`src/rtl/mipi_patgen_pkg.sv`:
```
// mipi_patgen_pkg: shared types and constants for the MIPI CSI-2 TX test-pattern generator.
// Holds the FSM state encoding, pattern_sel codes, colour-bar palette and pixel-packing widths.
package mipi_patgen_pkg;

    localparam int PIX_W       = 24;
    localparam int PIX_PER_CLK = 2;
    localparam int COORD_W     = 16;

    typedef enum logic [2:0] {
        ST_IDLE,
        ST_VS,
        ST_VBP,
        ST_HS,
        ST_HBP,
        ST_ACT,
        ST_HFP,
        ST_VFP
    } state_t;

    typedef enum logic [1:0] {
        PAT_BARS,
        PAT_RAMP,
        PAT_CHECKER,
        PAT_SOLID
    } pattern_t;

    // Element 0 is the leftmost bar (white), element 7 the rightmost (black).
    localparam logic [7:0][PIX_W-1:0] BAR_RGB = {
        24'h000000, 24'h0000FF, 24'hFF0000, 24'hFF00FF,
        24'h00FF00, 24'h00FFFF, 24'hFFFF00, 24'hFFFFFF
    };

endpackage

```
`src/rtl/mipi_patgen_pixel.sv`:
```
// mipi_patgen_pixel: combinational colour of one pixel from its coordinates and the pattern code.
// Ports: x, y - pixel column / line; pattern - pattern_sel code; rgb - {R, G, B} result.
module mipi_patgen_pixel
    import mipi_patgen_pkg::*;
#(
    parameter int             H_ACTIVE  = 1280,
    parameter logic [23:0]    SOLID_RGB = 24'h808080
) (
    input  logic [COORD_W-1:0] x,
    input  logic [COORD_W-1:0] y,
    input  logic [1:0]         pattern,
    output logic [PIX_W-1:0]   rgb
);

    localparam int BAR_W = H_ACTIVE / 8;

    logic [2:0] bar;
    logic       unused_y;

    // x never reaches H_ACTIVE, so the quotient always fits in three bits.
    assign bar      = 3'(x / COORD_W'(BAR_W));
    assign unused_y = ^{y[COORD_W-1:6], y[4:0]};

    always_comb begin
        rgb = pattern == PAT_BARS    ? BAR_RGB[bar] :
              pattern == PAT_RAMP    ? {3{x[7:0]}} :
              pattern == PAT_CHECKER ? ((x[5] ^ y[5]) ? 24'h000000 : 24'hFFFFFF) :
                                       SOLID_RGB;
    end

endmodule

```
`src/rtl/mipi_tx_pattern_gen.sv`:
```
// mipi_tx_pattern_gen: generic-frame-mode video pattern source for the CSI-2 TX parallel port,
// 2 pixels per clock, RGB888.
// Ports: tx_pixel_clk / tx_pixel_rstn (sync, active-low) - clock and reset;
//        enable - run frames; pattern_sel - 0 bars, 1 ramp, 2 checker, 3 solid;
//        tx_valid / tx_hsync / tx_vsync / tx_data - registered video beat;
//        frame_cnt - completed frames; busy - FSM not idle.
// Optional: define MIPI_PATGEN_FRAME_TAG_EN to stamp {8'hA5, frame_cnt} into pixel 0 of each frame.
module mipi_tx_pattern_gen
    import mipi_patgen_pkg::*;
#(
    parameter int          H_ACTIVE  = 1280,
    parameter int          V_ACTIVE  = 720,
    parameter int          HS_WIDTH  = 4,
    parameter int          HBP       = 8,
    parameter int          HFP       = 8,
    parameter int          VS_WIDTH  = 4,
    parameter int          VBP       = 64,
    parameter int          VFP       = 64,
    parameter logic [23:0] SOLID_RGB = 24'h808080
) (
    input  logic        tx_pixel_clk,
    input  logic        tx_pixel_rstn,
    input  logic        enable,
    input  logic [1:0]  pattern_sel,
    output logic        tx_valid,
    output logic        tx_hsync,
    output logic        tx_vsync,
    output logic [63:0] tx_data,
    output logic [15:0] frame_cnt,
    output logic        busy
);

    state_t             state, nstate;
    logic [15:0]        cnt, ncnt, line, nline, len, nframe;
    logic [COORD_W-1:0] x0, x1;
    logic [1:0]         pat, npat;
    logic               done;
    logic [PIX_W-1:0]   rgb0, rgb1;
    logic [63:0]        ndata;

    // Cycles spent in each timed state; cnt counts from 0 to len-1.
    always_comb begin
        len = state == ST_VS  ? 16'(VS_WIDTH) :
              state == ST_VBP ? 16'(VBP) :
              state == ST_HS  ? 16'(HS_WIDTH) :
              state == ST_HBP ? 16'(HBP) :
              state == ST_ACT ? 16'(H_ACTIVE / 2) :
              state == ST_HFP ? 16'(HFP) :
                                16'(VFP);
    end

    assign done = cnt == len - 16'd1;

    always_comb begin
        nstate = state;
        ncnt   = cnt + 16'd1;
        nline  = line;
        npat   = pat;
        nframe = frame_cnt;
        if (state == ST_IDLE) begin
            ncnt = '0;
            if (enable) begin
                nstate = ST_VS;
                npat   = pattern_sel;
                nline  = '0;
            end
        end else if (done) begin
            ncnt = '0;
            case (state)
                ST_VS:  nstate = ST_VBP;
                ST_VBP: nstate = ST_HS;
                ST_HS:  nstate = ST_HBP;
                ST_HBP: nstate = ST_ACT;
                ST_ACT: nstate = ST_HFP;
                ST_HFP: begin
                    if (line < 16'(V_ACTIVE - 1)) begin
                        nline  = line + 16'd1;
                        nstate = ST_HS;
                    end else begin
                        nstate = ST_VFP;
                    end
                end
                ST_VFP: begin
                    nframe = frame_cnt + 16'd1;
                    nline  = '0;
                    nstate = enable ? ST_VS : ST_IDLE;
                    npat   = enable ? pattern_sel : pat;
                end
                default: nstate = ST_IDLE;
            endcase
        end
    end

    // Pixel coordinates of the beat about to be registered.
    assign x0 = {ncnt[COORD_W-2:0], 1'b0};
    assign x1 = {ncnt[COORD_W-2:0], 1'b1};

    mipi_patgen_pixel #(.H_ACTIVE(H_ACTIVE), .SOLID_RGB(SOLID_RGB)) u_pix0 (
        .x(x0), .y(nline), .pattern(pat), .rgb(rgb0)
    );

    mipi_patgen_pixel #(.H_ACTIVE(H_ACTIVE), .SOLID_RGB(SOLID_RGB)) u_pix1 (
        .x(x1), .y(nline), .pattern(pat), .rgb(rgb1)
    );

    always_comb begin
        ndata = nstate == ST_ACT ? {{(64 - PIX_W * PIX_PER_CLK){1'b0}}, rgb1, rgb0} : '0;
`ifdef MIPI_PATGEN_FRAME_TAG_EN
        if (nstate == ST_ACT && ncnt == '0 && nline == '0) ndata[23:0] = {8'hA5, frame_cnt};
`else
        ndata = ndata;
`endif
    end

    // Outputs are registered from the next state so sync, valid and data share one edge.
    always_ff @(posedge tx_pixel_clk) begin
        if (!tx_pixel_rstn) begin
            state     <= ST_IDLE;
            cnt       <= '0;
            line      <= '0;
            pat       <= '0;
            frame_cnt <= '0;
            tx_valid  <= 1'b0;
            tx_hsync  <= 1'b0;
            tx_vsync  <= 1'b0;
            tx_data   <= '0;
            busy      <= 1'b0;
        end else begin
            state     <= nstate;
            cnt       <= ncnt;
            line      <= nline;
            pat       <= npat;
            frame_cnt <= nframe;
            tx_valid  <= nstate == ST_ACT;
            tx_hsync  <= nstate == ST_HS;
            tx_vsync  <= nstate == ST_VS;
            tx_data   <= ndata;
            busy      <= nstate != ST_IDLE;
        end
    end

endmodule

```
`config.mk`:
```
export PLATFORM = sky130hd
export DESIGN_NAME = mipi_tx_pattern_gen
export DESIGN_NICKNAME = d
export VERILOG_FILES = /design/src/rtl/mipi_patgen_pkg.sv /design/src/rtl/mipi_patgen_pixel.sv /design/src/rtl/mipi_tx_pattern_gen.sv
export SDC_FILE = /design/constraint.sdc
export NUM_CORES = 1
export LEC_CHECK = 0
export ABC_AREA = 1
export CAP_MARGIN = 20
export CORE_MARGIN = 4
export CORE_UTILIZATION = 30
export CTS_CLUSTER_SIZE = 28
export DETAILED_ROUTE_END_ITERATION = 10
export PLACE_DENSITY = 0.55
export SLEW_MARGIN = 20
export SYNTH_ARGS = -nofsm -noshare
export SYNTH_HDL_FRONTEND = slang
export SYNTH_SLANG_ARGS = --single-unit
```
`constraint.sdc`:
```
create_clock -name tx_pixel_clk -period 9.5 [get_ports tx_pixel_clk]
set_input_delay 2.375 -clock tx_pixel_clk [delete_from_list [all_inputs] [get_ports tx_pixel_clk]]
set_output_delay 2.375 -clock tx_pixel_clk [all_outputs]
set_load 0.005 [all_outputs]
```
---- Yosys cells after proc, flatten, opt, wreduce, memory -nomap -nowiden ----
Memory sizes are Yosys's and may differ from the RTL's.
Index checks and enable logic that the tools add are counted.
storage, ports and cells
  flip-flop bits (word level) ............. 121
  memories kept ........................... 2
  bits of input ports ..................... 5
  word-level logic and storage cells ...... 84
  ROM bits ................................ 384
  output and inout port bits .............. 84
operators by class
  bitwise operators ....................... 3
  order comparisons ....................... 3
  multiplexer cells ....................... 31
  reductions and logical operators ........ 11
  add/sub/neg operators ................... 4
  div/mod/pow operators ................... 2
  equal/unequal tests ..................... 15
memory list
  name              words  bits a word  rd ports  clocked after memory_dff  wr ports  RTL line                 text
  (name not given)  8      24           1         0                         0         mipi_patgen_pixel.sv:25  rgb = pattern == PAT_BARS ? BAR_RGB[bar] :
  (name not given)  8      24           1         0                         0         mipi_patgen_pixel.sv:25
operators with widths
  kind                   count
  $mux 24                8
  $mux 16                4
  $mux 10                5
  $add 16x1->16 const B  3
  $div 16x8->16 const B  2
  $pmux 16 s2            1
  $mux 15                2
  $pmux 3 s7             1
  $eq 16x16->1           1
  $lt 16x10->1 const B   1
  $eq 3x3->1 const B     5
  $mux 3                 4
  $sub 10x1->11 const B  1
  $eq 3x2->1 const B     3
  $lt 3x4->1 const B     2
  $mux 2                 4
  $mux 7                 1
  $eq 3x1->1 const B     2
  $reduce_bool 3->1      2
  $reduce_and 2->1       2
  $reduce_and 4->1       1
  $reduce_bool 2->1      2
  $logic_not 3->1        1
  $ne 3x1->1 const B     1
  9 further kinds        10

---- Longest topological paths before layout ----
Gate-level depths: netlist of run 1.
  word-level depth ........................ 16
  gate-level depth with buffers ........... 44
  depth with buffers taken out ............ 44

---- Modules after synthesis ----
Synthesis of run 1 repeated with hierarchy kept, for this count alone.
second synthesis, totals
  cells, all modules ...................... 1,074
  area total of the unflattened synthesis .. 6,945.4 µm²
by module, submodules not included
  module               sequential area each (µm²)  instances  area each (µm²)  cells each
  mipi_tx_pattern_gen  2,102.0                     1          5,336.4          728
  mipi_patgen_pixel    0.0                         2          804.5            173

---- Worst setup path before layout of run 1 ----
OpenSTA, ideal clock, no wires.
  path kind ............................... flip-flop to flip-flop
  from .................................... register state[0]
  to ...................................... register tx_data[22]
  arrival ................................. 3,983 ps
  cell stages (with the launch flop) ...... 36
  setup time .............................. 73 ps
  buffers on the path ..................... 1
  required time ........................... 9,427 ps
  clock period less this slack ............ 4,056 ps
  setup slack ............................. 5,444 ps
  cell sequence ........................... dfxtp_1 -> inv_1 -> ha_1 -> o21ai_1 -> inv_1 -> ha_1 -> xor2_1 -> nand4_1 -> nor3b_1 -> nand4_1 -> nor2_1 -> nand2_1 -> nand3b_1 -> nand3_2 -> nand2_2 -> nand2_2 -> nand2_2 -> nand3_2 -> nand2_4 -> nand2_2 -> nand2_2 -> nand3_2 -> nand2_2 -> nand2_2 -> nand2_1 -> nand2_1 -> inv_2 -> nand2_2 -> nand2_2 -> nand2_1 -> nand2_1 -> inv_2 -> a21oi_4 -> nand2_2 -> buf_6 -> a21oi_1
between the ends
  cells in the longest elaborated chain, start to end .. 16
  elaborated cells between the ends (all ways) .. 35
  those cells by class .................... add/sub (1); div (1); eq/ne (9); mux (20); bitwise (1); reduce/logical (2); memory (1)
RTL lines
  what                                                                    RTL line                    text
  start: declaration                                                      mipi_tx_pattern_gen.sv:33   state_t state, nstate;
  start signal: assignment                                                mipi_tx_pattern_gen.sv:129  state <= nstate;
  parallel branches: the longest is 16 deep, another holds $div 16x8->16  -
  end signal: assignment                                                  mipi_tx_pattern_gen.sv:137  tx_data <= ndata;
  end: declaration                                                        mipi_tx_pattern_gen.sv:28   output logic [63:0] tx_data,
Several ways; the timed one is not identified. The select of a mux whose other input is x is not followed.
A chain may end at the register's enable or synchronous reset.

---- Final worst setup path of run 1 ----
  from .................................... register state[0]
  to ...................................... register tx_data[26]
The elaborated chain is that of the path after synthesis.

==> summary.md, run 1 <==
| Metric | Value |
|---|---|
| Crit path from | `state[0]$_SDFF_PN0_` |
| Final core utilization | `0.378` |
| Synth Instances | `694` |
| Peak supply drop | `0.0918 mV` |
| CP max stage cell | `dfxtp_1` |
| Syn avg cell area | `7.28 µm²` |
| R2r setup slk | `4750 ps` |
| Via count | `4,434` |
| Cell Area, Synth | `0.00505 mm²` |
| Reg-to-Reg End | `tx_data[26]$_SDFF_PN0_` |
| Port bufs | `72` |
| Rows | `47` |
| Max Cap Viol | `0` |
| Worst r2r src | `state[0]$_SDFF_PN0_` |
| Vias in the first global route | `4,151` |
| Gr ovfl total | `0` |
| Setup Viol. Count Final | `0` |
| Clock sink count | `105` |
| WL per Instance | `11.8 µm` |
| Total GRT Usage | `0.128` |
| Top FF cell, synth | `dfxtp_1` |
| Yosys top cell by area | `dfxtp_1` |
| Clock Pin Slew Worst Setup and Hold Paths | `70 ps` |
| Fin. Hold Viols | `0` |
| Fin crit period | `4750 ps` |
| Library cells used by synthesis | `47` |
| Final nets | `781` |
| WS Path Type | `register to register` |
| Async S/R FF share, synth | `0` |
| R2R depth | `36` |
| Critical Path End Type | `register` |
| Die height | `138 µm` |
| # hold bufs at CTS | `0` |
| First drt pass iteration count | `4` |
| Vias per inst | `4.47` |
| Final antenna diode count | `0` |
| Initial antenna violation count | `0` |
| Starting Density | `0.306` |
| Syn. warnings | `0` |
| Status | `finished, final reports clean` |
| Top post-synthesis cells by area | `dfxtp_1 (42%), nand2_1 (9.7%), inv_1 (7.3%)` |
| WP data required | `9800 ps` |
| Slew Limit Headroom | `0.463` |
| DRC Markers | `0` |
| RSZ-0062 raised after global routing | `false` |
| Leakage | `2.73 nW` |
| Worst EP arrival | `5050 ps` |
| Worst-path fanout max | `9` |
| CTS tree | `done` |
| Worst-skew pair later-pin latency | `350 ps` |
| Slew @ Worst Pin | `800 ps` |
| WHS | `439 ps` |
| Die width | `138 µm` |
| IO Count | `89` |
| Routability cong. | `0.814` |
| Final-report max-slew violation count | `0` |
| Final ANT Viol Nets | `0` |
| Die area | `0.0190 mm²` |
| Post-synth EDFFs | `0` |
| Post-DP HPWL | `8990 µm` |
| Area Growth Syn to Fin | `23.8%` |
| Final period util | `0.500` |
| Worst Skew | `10.9 ps` |
| Seq/Total Area, Yosys | `0.416` |
| Routed wire length | `11,800 µm` |
| Startpoint Class | `register` |
| P per Cell Area | `141 mW/mm²` |
| Achievable Freq | `211 MHz` |
| Clk root buf | `clkbuf_16` |
| Register bit count reported by yosys | `105` |
| Largest net degree at the start of global routing | `34` |
| Post-Route Setup TNS | `0 ps` |
| CTS resizes | `0` |
| Core Region | `0.0165 mm²` |
| H-tree levels | `3` |
| DR iter-0 viols | `222` |
| Worst Setup EP | `tx_data[26]$_SDFF_PN0_` |
| Worst path max stage delay | `390 ps` |
| Post-synth top area share | `0.416` |
| CTS max path bufs | `2` |
| HP Class | `register to register` |
| Post-CTS Setup Bufs | `0` |
| First-pass GRT wire length | `19,600 µm` |
| TritonCTS buffer count | `9` |
| Layout cells sized above 1 | `0.0893` |
[critical path, delay by kind of cell (launching register included)]
kind            cells  cell delay (ps)
simple gates       27             2940
fa+ha+maj           2              590
flops               1              390
buf+inv             5              390
compound gates      1              230
xor+xnor            1              140
[sequential cells by signal, indices dropped and copies added, names as in the netlist]
register   flops
tx_hsync       1
cnt           16
state          3
frame_cnt     16
busy           1
tx_vsync       1
tx_data       48
tx_valid       1
line          16
pat            2
[synthesized netlist by cell type (10+ instances only)]
| cell type | number |
|---|---|
| nand3_2 | 10 |
| nor2_1 | 64 |
| xor2_1 | 14 |
| buf_4 | 16 |
| inv_1 | 98 |
| nand2_2 | 16 |
| a21oi_1 | 48 |
| nand3_1 | 54 |
| nand2_1 | 130 |
| dfxtp_1 | 105 |
| nor3_1 | 18 |
| o21ai_0 | 24 |
| nand4_1 | 13 |
[stage by stage]
step                      instances  cell area [µm²]  power [mW]  setup slack [ps]
after global placement          977             5950       0.520              4600
after CTS                       993             6250       0.897              4730
final                           993             6250       0.880              4750
after floorplan                 709             5110       0.507              5440
after detailed placement        977             5950       0.520              4610
after global routing            993             6250       0.922              4100
[cell usage in the layout, fill, tap and decap left out, types with 3 or more instances in the layout]
| cell type | instances |
|---|---|
| nand2_1 | 130 |
| dfxtp_1 | 105 |
| inv_1 | 98 |
| clkdlybuf4s50_1 | 72 |
| nor2_1 | 64 |
| nand3_1 | 54 |
| a21oi_1 | 48 |
| o21ai_0 | 24 |
| nor3_1 | 18 |
| nand2_2 | 16 |
| conb_1 | 16 |
| xor2_1 | 14 |
| nand4_1 | 13 |
| nand3_2 | 10 |
| inv_2 | 9 |
| clkbuf_16 | 9 |
| ha_1 | 8 |
| a21oi_2 | 6 |
| a31oi_1 | 4 |
| nor2_2 | 4 |
| o21a_1 | 4 |
| a211oi_1 | 4 |
| o31ai_1 | 3 |
| a21o_1 | 3 |
[how the worst min path moves through the flow]
| stage | endpoint | startpoint | cells after the start | slack (ps) |
|---|---|---|---|---|
| floorplan | line[10]$_SDFFE_PN0P_ | line[10]$_SDFFE_PN0P_ | 2 | 420 |
| global placement | line[10]$_SDFFE_PN0P_ | line[10]$_SDFFE_PN0P_ | 2 | 420 |
| detailed placement | line[10]$_SDFFE_PN0P_ | line[10]$_SDFFE_PN0P_ | 2 | 430 |
| CTS | line[10]$_SDFFE_PN0P_ | line[10]$_SDFFE_PN0P_ | 2 | 440 |
| global route | line[10]$_SDFFE_PN0P_ | line[10]$_SDFFE_PN0P_ | 2 | 470 |
| finish | line[10]$_SDFFE_PN0P_ | line[10]$_SDFFE_PN0P_ | 2 | 440 |
[layer usage]
layer	wire (µm)	vias to the layer above	part of all wire	global-route usage
met4	161	0	0.014	0.0384
li1	-	2365	-	-
met3	563	9	0.048	0.0318
met5	0	-	0	0
met1	5590	1971	0.48	0.159
met2	5440	89	0.46	0.217
[kinds of logic (layout without fill, tap and decap cells)]
| group | after synthesis | after routing | synth area share |
|---|---|---|---|
| DFF | 105 | 105 | 0.416 |
| buffers and inverters | 135 | 199 | 0.114 |
| AOI/OAI and AO/OA | 109 | 109 | 0.129 |
| xor gates and xnor gates | 16 | 16 | 0.0277 |
| other | 1 | 16 | 0.000742 |
| and+or+nand+nor | 320 | 320 | 0.293 |
| adders and majority gates | 8 | 8 | 0.0198 |
[area by class of cell]
type,instances,area [µm²]
Clock buffer,11,253
Clock inverter,5,47.5
Tap cell,220,275
Sequential cell,105,2100
Multi-Input combinational cell,469,2430
Inverter,109,409
Fill cell,1725,10300
Timing Repair Buffer,74,736
[power by group]
group          switching [mW]  total, mW  internal, mW  leakage, nW
logic                  0.0436     0.0603        0.0168         1.74
clock network           0.175      0.372         0.197        0.146
registers             0.00390      0.448         0.444        0.848
total                   0.222      0.880         0.658         2.73
Power figures use the tool's default switching activity.
==> run 2: changes to the inputs <==
==> constraint.sdc (replaced) <==
create_clock -name tx_pixel_clk -period 4.56 [get_ports tx_pixel_clk]
set_input_delay 1.14 -clock tx_pixel_clk [delete_from_list [all_inputs] [get_ports tx_pixel_clk]]
set_output_delay 1.14 -clock tx_pixel_clk [all_outputs]
set_load 0.005 [all_outputs]
==> run 2 against run 1 <==
  * Global-route usage is 0.066 points higher
  * Die area stayed put
  * Clock skew hardly changed
  * Combinational power grew to 2.7 times the previous value
  * Utilization is 3.8 points higher
  * Cell count is 2.6% higher
  * Clock power is 110% higher
  * Non-clock buffer count is 25 higher
  * Largest cell class unchanged
  * Sequential power is 110% higher
  * Total power is 110% higher
==> summary.md, run 2 (same netlist as run 1, synthesis figures left out) <==
| Metric | Value |
|---|---|
| Status | `finished, final reports clean` |
| Core Region | `0.0165 mm²` |
| Routed wire length | `12,500 µm` |
| WHS | `442 ps` |
| Area Growth Syn to Fin | `36.3%` |
| Worst Skew | `11.2 ps` |
| WP data required | `4870 ps` |
| Finished Layout Cells | `1,019` |
| WL per Instance | `12.2 µm` |
| Achievable Freq | `229 MHz` |
| Final nets | `807` |
| CP top delay family | `simple AND/OR/NAND/NOR gates` |
| P per Cell Area | `272 mW/mm²` |
| HP Class | `register to register` |
| Final ANT Viol Nets | `0` |
| Total GRT Usage | `0.128` |
| Hold path start | `line[11]$_SDFFE_PN0P_` |
| Slew @ Worst Pin | `908 ps` |
| R2r setup slk | `190 ps` |
| Max Cap Viol | `0` |
| Initial antenna violation count | `0` |
| Gr ovfl total | `0` |
| Vias in the first global route | `4,149` |
| Worst Hold Depth | `2` |
| IO Count | `89` |
| # hold bufs at CTS | `0` |
| Slew Limit Headroom | `0.393` |
| Final period util | `0.958` |
| Die area | `0.0190 mm²` |
| Starting Density | `0.306` |
| DR iter-0 viols | `206` |
| Die height | `138 µm` |
| Via count | `4,537` |
| Worst path bufs/invs | `8` |
| Clock sink count | `105` |
| Final antenna diode count | `0` |
| DRC Markers | `0` |
| First-pass GRT wire length | `19,500 µm` |
| Total power | `1.87 mW` |
| Post-Route Setup TNS | `0 ps` |
| Multi-input logic area | `0.00284 mm²` |
| Startpoint Class | `register` |
| Reg-to-Reg End | `tx_data[26]$_SDFF_PN0_` |
| Rows | `47` |
| First drt pass iteration count | `5` |
| CTS max path bufs | `2` |
| Fin. Hold Viols | `0` |
| Worst-skew pair later-pin latency | `360 ps` |
| Top reg by flops | `tx_data` |
| Worst path max stage delay | `390 ps` |
| Final-report max-slew violation count | `0` |
| CTS tree | `done` |
| Most common cell after layout, fill and taps aside | `nand2_1` |
| Hold Path End | `line[11]$_SDFFE_PN0P_` |
| Worst EP arrival | `4680 ps` |
| Die width | `138 µm` |
| CP max stage cell | `dfxtp_4` |
| WS Path Type | `register to register` |
| Largest net degree at the start of global routing | `33` |
| Port bufs | `72` |
| Routability cong. | `0.825` |
| Setup Viol. Count Final | `0` |
| R2R depth | `39` |
| Layout cells sized above 1 | `0.204` |
| Worst r2r src | `state[1]$_SDFF_PN0_` |
| Most used cell, CP | `nand2_2` |
| TritonCTS buffer count | `9` |
| Leakage | `2.97 nW` |
| Peak supply drop | `0.195 mV` |
| Fillers | `1,652` |
| Register Area | `0.00211 mm²` |
| RSZ-0062 raised after global routing | `true` |
| Clk root buf | `clkbuf_16` |
| H-tree levels | `3` |
| Vias per inst | `4.45` |
| Post-DP HPWL | `9130 µm` |
| Fin crit period | `4370 ps` |
| Worst-path fanout max | `5` |
| Clock Pin Slew Worst Setup and Hold Paths | `80 ps` |
| Placed Instances | `987` |
| Critical Path End Type | `register` |
| Max reg flops | `48` |
| Commonest cells after routing, fill and taps aside | `nand2_1 (113), dfxtp_1 (101), inv_1 (89)` |
==> run 2: final cells by class <==
class                           instances  area share
Clock buffer                            9      0.0327
Sequential cell                       105       0.307
Multi-Input combinational cell        470       0.412
Timing Repair Buffer                   99       0.136
Clock inverter                          7      0.0116
Tap cell                              220      0.0400
Inverter                              109      0.0602
==> run 2: where the power goes <==
part           switching [mW]  total, mW  internal, mW
sequential            0.00767      0.932         0.924
combinational           0.110      0.164        0.0537
clock                   0.386      0.777         0.391
total                   0.504       1.87          1.37
==> run 2: worst max-delay path by stage <==
| stage | startpoint | end | slack, ps | cells past startpoint |
|---|---|---|---|---|
| floorplan | state[0]$_SDFF_PN0_ | tx_data[22]$_SDFF_PN0_ | 500 | 35 |
| global placement | state[0]$_SDFF_PN0_ | tx_data[44]$_SDFF_PN0_ | 80 | 35 |
| detailed placement | state[0]$_SDFF_PN0_ | tx_data[44]$_SDFF_PN0_ | -20 | 35 |
| CTS | state[0]$_SDFF_PN0_ | tx_data[26]$_SDFF_PN0_ | 8 | 35 |
| global route | state[1]$_SDFF_PN0_ | tx_data[5]$_SDFF_PN0_ | -200 | 36 |
| finish | state[1]$_SDFF_PN0_ | tx_data[26]$_SDFF_PN0_ | 190 | 39 |
==> run 2: layer usage <==
metal / track usage / share of wire / vias up
met4: 0.0401 / 0.012 / 0
met5: 0 / 0 / -
met3: 0.0336 / 0.054 / 9
met1: 0.152 / 0.45 / 2007
met2: 0.227 / 0.48 / 95
li1: - / - / 2426
==> run 2: stage by stage <==
step / cell area (µm²) / setup WS, ps / utilization
after detailed placement: 6030 / -23.1 / 0.365
after CTS: 6360 / 7.97 / 0.385
after floorplan: 5110 / 504 / -
after global routing: 6880 / -202 / 0.417
after global placement: 6030 / 84.5 / 0.365
final: 6880 / 191 / 0.417
==> run 2: worst reg2reg max path: cells and delay by family (launching register included) <==
kind	cells	cell delay, ps
buf+inv	8	570
fa+ha+maj	2	400
simple gates	26	2460
flops	1	390
compound gates	2	360
xor+xnor	1	130
==> run 2: what timing repair did <==
action,in CTS,in global routing
pin swaps,0,25
endpoints found under the setup margin,28,50
gates cloned,0,1
gates resized for setup,2,103
setup buffers,2,13
==> run 3: changes to the inputs <==
--- a/config.mk
+++ b/config.mk
@@ -6,6 +6,7 @@
 export NUM_CORES = 1
 export LEC_CHECK = 0
 export ABC_AREA = 1
+export ABC_CLOCK_PERIOD_IN_PS = 4560
 export CAP_MARGIN = 20
 export CORE_MARGIN = 4
 export CORE_UTILIZATION = 30
==> results of run 3 <==
No change in the layout: final DEF, timing and power equal those of run 2.
